$ cat src/rtl/nn_vector_feeder.sv
// nn_vector_feeder: collects a serial stream of (activation, weight) pairs
// into an N-lane operand vector, starts the INT8 MAC accelerator, waits for
// its result (or a timeout) and presents the result on a valid/ready port.
// Also keeps saturating sparsity/throughput statistics and a sticky timeout flag.
module nn_vector_feeder #(
    parameter int N       = 4,
    parameter int TIMEOUT = 15,
    parameter int CNT_W   = 16
) (
    input  logic               clk,
    input  logic               rst_n,
    input  logic               s_valid,
    output logic               s_ready,
    input  logic [7:0]         s_act,
    input  logic [7:0]         s_wt,
    input  logic [31:0]        cfg_bias,
    input  logic [3:0]         cfg_scale,
    output logic               acc_start,
    output logic [8*N-1:0]     acc_act,
    output logic [8*N-1:0]     acc_wt,
    output logic [31:0]        acc_bias,
    output logic [3:0]         acc_scale,
    input  logic               acc_done,
    input  logic [7:0]         acc_out,
    output logic               m_valid,
    input  logic               m_ready,
    output logic [7:0]         m_data,
    output logic               m_err,
    output logic               err_timeout,
    output logic [CNT_W-1:0]   stat_vectors,
    output logic [CNT_W-1:0]   stat_zero_acts
);

    localparam int IDX_W = (N > 1) ? $clog2(N) : 1;
    localparam int TMR_W = $clog2(TIMEOUT + 1);

    typedef enum logic [1:0] {
        ST_FILL  = 2'd0,
        ST_ISSUE = 2'd1,
        ST_WAIT  = 2'd2,
        ST_HOLD  = 2'd3
    } state_t;

    state_t             state_r;
    state_t             state_s;
    logic [IDX_W-1:0]   idx_r;
    logic [TMR_W-1:0]   timer_r;
    logic [8*N-1:0]     act_r;
    logic [8*N-1:0]     wt_r;
    logic [31:0]        bias_r;
    logic [3:0]         scale_r;
    logic [7:0]         m_data_r;
    logic               m_err_r;
    logic               err_timeout_r;
    logic [CNT_W-1:0]   stat_vectors_r;
    logic [CNT_W-1:0]   stat_zero_acts_r;

    logic               s_ready_s;
    logic               acc_start_s;
    logic               m_valid_s;
    logic               hs_s;
    logic               last_s;
    logic               expire_s;

    // Saturating increment: counters stick at all-ones instead of wrapping.
    function automatic logic [CNT_W-1:0] sat_inc(input logic [CNT_W-1:0] v);
        return (&v) ? v : v + {{(CNT_W-1){1'b0}}, 1'b1};
    endfunction

    assign hs_s     = s_valid & s_ready_s;
    assign last_s   = (idx_r == IDX_W'(N - 1));
    assign expire_s = (timer_r == TMR_W'(TIMEOUT - 1));

    // State register.
    always_ff @(posedge clk or negedge rst_n) begin
        if (!rst_n) begin
            state_r <= ST_FILL;
        end else begin
            state_r <= state_s;
        end
    end

    // Next-state logic; acc_done wins over timer expiry in WAIT.
    always_comb begin
        state_s = state_r;
        case (state_r)
            ST_FILL: begin
                if (hs_s && last_s) begin
                    state_s = ST_ISSUE;
                end else begin
                    state_s = ST_FILL;
                end
            end
            ST_ISSUE: begin
                state_s = ST_WAIT;
            end
            ST_WAIT: begin
                if (acc_done || expire_s) begin
                    state_s = ST_HOLD;
                end else begin
                    state_s = ST_WAIT;
                end
            end
            ST_HOLD: begin
                if (m_ready) begin
                    state_s = ST_FILL;
                end else begin
                    state_s = ST_HOLD;
                end
            end
            default: begin
                state_s = ST_FILL;
            end
        endcase
    end

    // Handshake/strobe outputs decoded straight from the state register.
    always_comb begin
        s_ready_s   = 1'b0;
        acc_start_s = 1'b0;
        m_valid_s   = 1'b0;
        case (state_r)
            ST_FILL:  s_ready_s   = 1'b1;
            ST_ISSUE: acc_start_s = 1'b1;
            ST_WAIT:  m_valid_s   = 1'b0;
            ST_HOLD:  m_valid_s   = 1'b1;
            default:  s_ready_s   = 1'b0;
        endcase
    end

    // Lane index and operand capture; operands move only on FILL handshakes.
    always_ff @(posedge clk or negedge rst_n) begin
        if (!rst_n) begin
            idx_r   <= '0;
            act_r   <= '0;
            wt_r    <= '0;
            bias_r  <= 32'd0;
            scale_r <= 4'd0;
        end else if (hs_s) begin
            for (int i = 0; i < N; i++) begin
                if (idx_r == IDX_W'(i)) begin
                    act_r[8*i +: 8] <= s_act;
                    wt_r[8*i +: 8]  <= s_wt;
                end
            end
            if (last_s) begin
                idx_r   <= '0;
                bias_r  <= cfg_bias;
                scale_r <= cfg_scale;
            end else begin
                idx_r <= idx_r + IDX_W'(1);
            end
        end
    end

    // WAIT timer: cleared while issuing, counts every WAIT cycle.
    always_ff @(posedge clk or negedge rst_n) begin
        if (!rst_n) begin
            timer_r <= '0;
        end else if (state_r == ST_ISSUE) begin
            timer_r <= '0;
        end else if (state_r == ST_WAIT) begin
            timer_r <= timer_r + TMR_W'(1);
        end
    end

    // Result capture and sticky timeout flag, only ever updated from WAIT.
    always_ff @(posedge clk or negedge rst_n) begin
        if (!rst_n) begin
            m_data_r      <= 8'd0;
            m_err_r       <= 1'b0;
            err_timeout_r <= 1'b0;
        end else if (state_r == ST_WAIT) begin
            if (acc_done) begin
                m_data_r <= acc_out;
                m_err_r  <= 1'b0;
            end else if (expire_s) begin
                m_data_r      <= 8'd0;
                m_err_r       <= 1'b1;
                err_timeout_r <= 1'b1;
            end
        end
    end

    // Saturating statistics: zero activations accepted, vectors completed.
    always_ff @(posedge clk or negedge rst_n) begin
        if (!rst_n) begin
            stat_vectors_r   <= '0;
            stat_zero_acts_r <= '0;
        end else begin
            if (hs_s && (s_act == 8'd0)) begin
                stat_zero_acts_r <= sat_inc(stat_zero_acts_r);
            end
            if ((state_r == ST_WAIT) && acc_done) begin
                stat_vectors_r <= sat_inc(stat_vectors_r);
            end
        end
    end

    assign s_ready        = s_ready_s;
    assign acc_start      = acc_start_s;
    assign m_valid        = m_valid_s;
    assign acc_act        = act_r;
    assign acc_wt         = wt_r;
    assign acc_bias       = bias_r;
    assign acc_scale      = scale_r;
    assign m_data         = m_data_r;
    assign m_err          = m_err_r;
    assign err_timeout    = err_timeout_r;
    assign stat_vectors   = stat_vectors_r;
    assign stat_zero_acts = stat_zero_acts_r;

endmodule

$ cat config.mk
export PLATFORM = sky130hd
export DESIGN_NAME = nn_vector_feeder
export DESIGN_NICKNAME = d
export VERILOG_FILES = /design/src/rtl/nn_vector_feeder.sv
export SDC_FILE = /design/constraint.sdc
export NUM_CORES = 1
export LEC_CHECK = 0
export ABC_CLOCK_PERIOD_IN_PS = 2550
export BUFFER_PORTS_ARGS = -buffer_cell sky130_fd_sc_hd__buf_2
export CAP_MARGIN = 20
export CORE_MARGIN = 2
export CORE_UTILIZATION = 40
export CTS_CLUSTER_DIAMETER = 150
export CTS_CLUSTER_SIZE = 28
export DETAILED_ROUTE_END_ITERATION = 8
export PLACE_DENSITY = 0.74
export SYNTH_ARGS = -nofsm -noshare
export SYNTH_HDL_FRONTEND = slang
export SYNTH_SLANG_ARGS = --single-unit
$ cat constraint.sdc
create_clock -name clk -period 2.55 [get_ports clk]
set_input_delay 0.1275 -clock clk [delete_from_list [all_inputs] [get_ports clk]]
set_output_delay 0.1275 -clock clk [all_outputs]
set_load 0.05 [all_outputs]
==> impl_metrics.csv <==
group,metric,value,unit
cells_and_area,final_cell_mix,"208 x buf_2, 150 x dfrtp_1, 104 x mux2_2",
timing,setup_violations,0,
timing,fin_crit,2.02,ns
drt,viasPerCell,4.92,
timing,setup_tns,0,ns
setup_path,start_kind,"flip-flop",
clock_tree,cts_setup_buffers,0,
timing,hold_viol,0,
power,powerDensity,1490,nW/um^2
global_route,overflow,0,
power,p_leak,4.26,nW
power,power_switching_share,46.7,%
drt,post_drt_wl_per_cell,16.5,um
clock_tree,cts-resized-gates,0,
timing,setup_slack,0.526,ns
power,clkPwrFrac,20.6,%
clock_tree,cts_buffer_depth,2,
global_route,grt_pass1_wl,23.9,mm
setup_path,critPathMaxFanout,34,
setup_path,cp.arrival,2.32,ns
job,drv_cap,0,
clock_tree,clkTransAtPathRegs,0.06,ns
outcome,outcome,"complete, no violations",
hold_path,min_path_type,"in2reg",
cells_and_area,syn_to_final_growth,41.8,%
cells_and_area,layout-drive-gt1-share,50.2,%
drt,dr.pass1.iters,4,
yosys,synth_area,6010,sq um
place,gp_congestion,0.769,
place,dp_worst_setup_slack,0.533,ns
die,dieArea,16000,sq um
timing,final.period_utilization,79.4,%
clock_tree,numCtsBuffers,17,
global_route,grt_usage,19.1,%
yosys,syn_nets,497,
die,fp-row-count,44,
die,die_x,127,um
timing,relSlewSlack,53.9,%
timing,rsz0062_at_grt,"false",
yosys,synth.avg_cell_area,14.3,sq um
setup_path,cp.required,2.85,ns
yosys,synth_cells,419,
clock_tree,root_buffer,"clkbuf_16",
cells_and_area,layout.nets,778,
place,place.port_buffers,209,
clock_tree,clk_latency,0.41,ns
power,combPwrFrac,48.3,%
drt,drtIter0Drc,184,
global_route,antenna_found_initial,1,
clock_tree,cts_tree,"yes",
drt,vias,4421,
drt,ant_nets,0,
die,core_area,14600,sq um
power,vdd_ir_drop_max,0.822,mV
die,initial_core_util,41.2,%
drt,drc,0,
yosys,ys_ff_latch,150,
cells_and_area,final_common_cell,"buf_2",
setup_path,end_kind,"flip-flop",
clock_tree,cts.htree.levels,4,
timing,tightest_slew,0.687,ns
clock_tree,cts_sinks,150,
yosys,seq_area_frac_synth,62.4,%
timing,drv_slew,0,
cells_and_area,final.fill_count,1162,
global_route,grt_start_max_net_pins,63,
timing,fmax,494,MHz
die,die_y,127,um
yosys,ys_warn_count,0,
drt,routed_wl,14.8,mm
die,io-pin-count,210,
power,seqPwrFrac,31.1,%
place,dp_hpwl,10.1,mm
power,internal_power,0.00675,W
yosys,post_synth_num_cell_types,32,
cells_and_area,stdcell_area,8530,sq um
place,place_area,7350,sq um
global_route,grt_pass1_vias,4715,
timing,finClkSkew,0.00371,ns
power,power.switching,0.00592,W
setup_path,critPathKind,"reg2reg",
[cells by family after synthesis]
kind of cell,share of synthesized area (%)
adder cells (fa/ha/maj),2.71
AND/OR/NAND/NOR,6.83
XOR/XNOR,4.22
buffers and inverters,1.33
multiplexers,19.7
flip-flops,62.4
AO/OA/AOI/OAI,2.75
[cell type report]
type,count,area [sq um],area share (%)
Antenna cell,1,2.50,0.0293
Timing Repair Buffer,273,1690,19.9
Inverter,10,37.5,0.440
Tap cell,184,230,2.70
Clock inverter,8,118,1.38
Clock buffer,24,512,6.00
Sequential cell,150,3750,44.0
Multi-Input combinational cell,248,2180,25.6
[worst max-delay path, cell delays in order, from the launching register on]
cell and delay (ns):
dfrtp_1 0.41, inv_1 0.11, ha_1 0.19, and2_1 0.25, nand2_2 0.12, buf_4 0.41, mux2_2 0.40
[worst paths after layout]
path / slack [ns] / cells past startpoint / end / startpoint
max in group asynchronous: 1.37 / 3 / stat_vectors[12]$_DFFE_PN0P_ / rst_n
max: 0.53 / 6 / acc_bias[25]$_DFFE_PN0P_ / state_r[1]$_DFF_PN0_
min in group asynchronous: 0.28 / 2 / m_data[6]$_DFFE_PN0P_ / rst_n
max reg2reg: 0.53 / 6 / acc_bias[25]$_DFFE_PN0P_ / state_r[1]$_DFF_PN0_
min: 0.01 / 2 / acc_act[4]$_DFFE_PN0P_ / s_act[4]
min reg2reg: 0.50 / 1 / err_timeout$_DFFE_PN0P_ / err_timeout$_DFFE_PN0P_
[state kept, by name, indices dropped and copies added, names as in the netlist]
| name | flops |
|---|---|
| err_timeout | 1 |
| stat_vectors | 16 |
| stat_zero_acts | 16 |
| idx_r | 2 |
| acc_bias | 32 |
| m_data | 8 |
| timer_r | 4 |
| acc_wt | 32 |
| m_err | 1 |
| acc_scale | 4 |
| state_r | 2 |
| acc_act | 32 |
[Yosys cell counts]
cell | number | share of area [%]
nand2b_1 | 1 | 0.10
nand4_1 | 13 | 1.4
xor2_1 | 6 | 0.87
clkbuf_1 | 10 | 0.62
xnor2_1 | 23 | 3.4
ha_1 | 13 | 2.7
a22oi_1 | 1 | 0.12
dfrtp_1 | 150 | 62
and3_1 | 5 | 0.52
o22ai_1 | 1 | 0.10
buf_2 | 1 | 0.083
inv_1 | 10 | 0.62
mux2_4 | 1 | 0.25
o21ai_1 | 1 | 0.083
a22o_1 | 8 | 1.2
nor3_1 | 3 | 0.25
nor2_1 | 9 | 0.56
and3b_1 | 1 | 0.15
nand2_1 | 19 | 1.2
o31a_1 | 2 | 0.29
mux2_2 | 104 | 19
o21ai_0 | 7 | 0.58
and2_1 | 2 | 0.21
nor3b_1 | 2 | 0.25
nor4_1 | 2 | 0.21
nand4b_1 | 1 | 0.15
nand3_1 | 14 | 1.2
or3b_4 | 1 | 0.19
a21oi_1 | 3 | 0.25
nor2b_1 | 1 | 0.10
a31o_2 | 1 | 0.15
and4_1 | 3 | 0.44
[power groups by stage]
stage | Combinational, W | Clock [W] | Sequential (W)
floorplan | 0.00142 | 0 | 0.00707
finish | 0.00612 | 0.00261 | 0.00394
detailed placement | 0.00608 | 0 | 0.00396
global route | 0.00639 | 0.00280 | 0.00407
CTS | 0.00615 | 0.00268 | 0.00393
global placement | 0.00597 | 0 | 0.00389
[stage by stage]
step	instances	utilization [%]	total power, W	hold slack [ns]
final	898	58.4	0.0127	0.0129
after CTS	897	58.4	0.0128	0.00139
after detailed placement	811	50.4	0.0100	0.150
after global placement	811	50.4	0.00986	0.139
after floorplan	419	-	0.00849	-0.168
after global routing	897	58.4	0.0133	0.00502
[per-layer routing]
metal | share of wire [%] | GRT usage [%] | wire length (um)
met1 | 40 | 22.4 | 5960
met2 | 51 | 33.0 | 7610
met3 | 6.7 | 6.12 | 995
met4 | 1.5 | 6.79 | 218
met5 | 0 | 0 | 0
[timing repair]
item                                    4_1_cts  5_1_grt
endpoints found under the setup margin        0        0
endpoints found under the hold margin       136        0
hold buffers                                 54        0
Power figures use the tool's default switching activity.
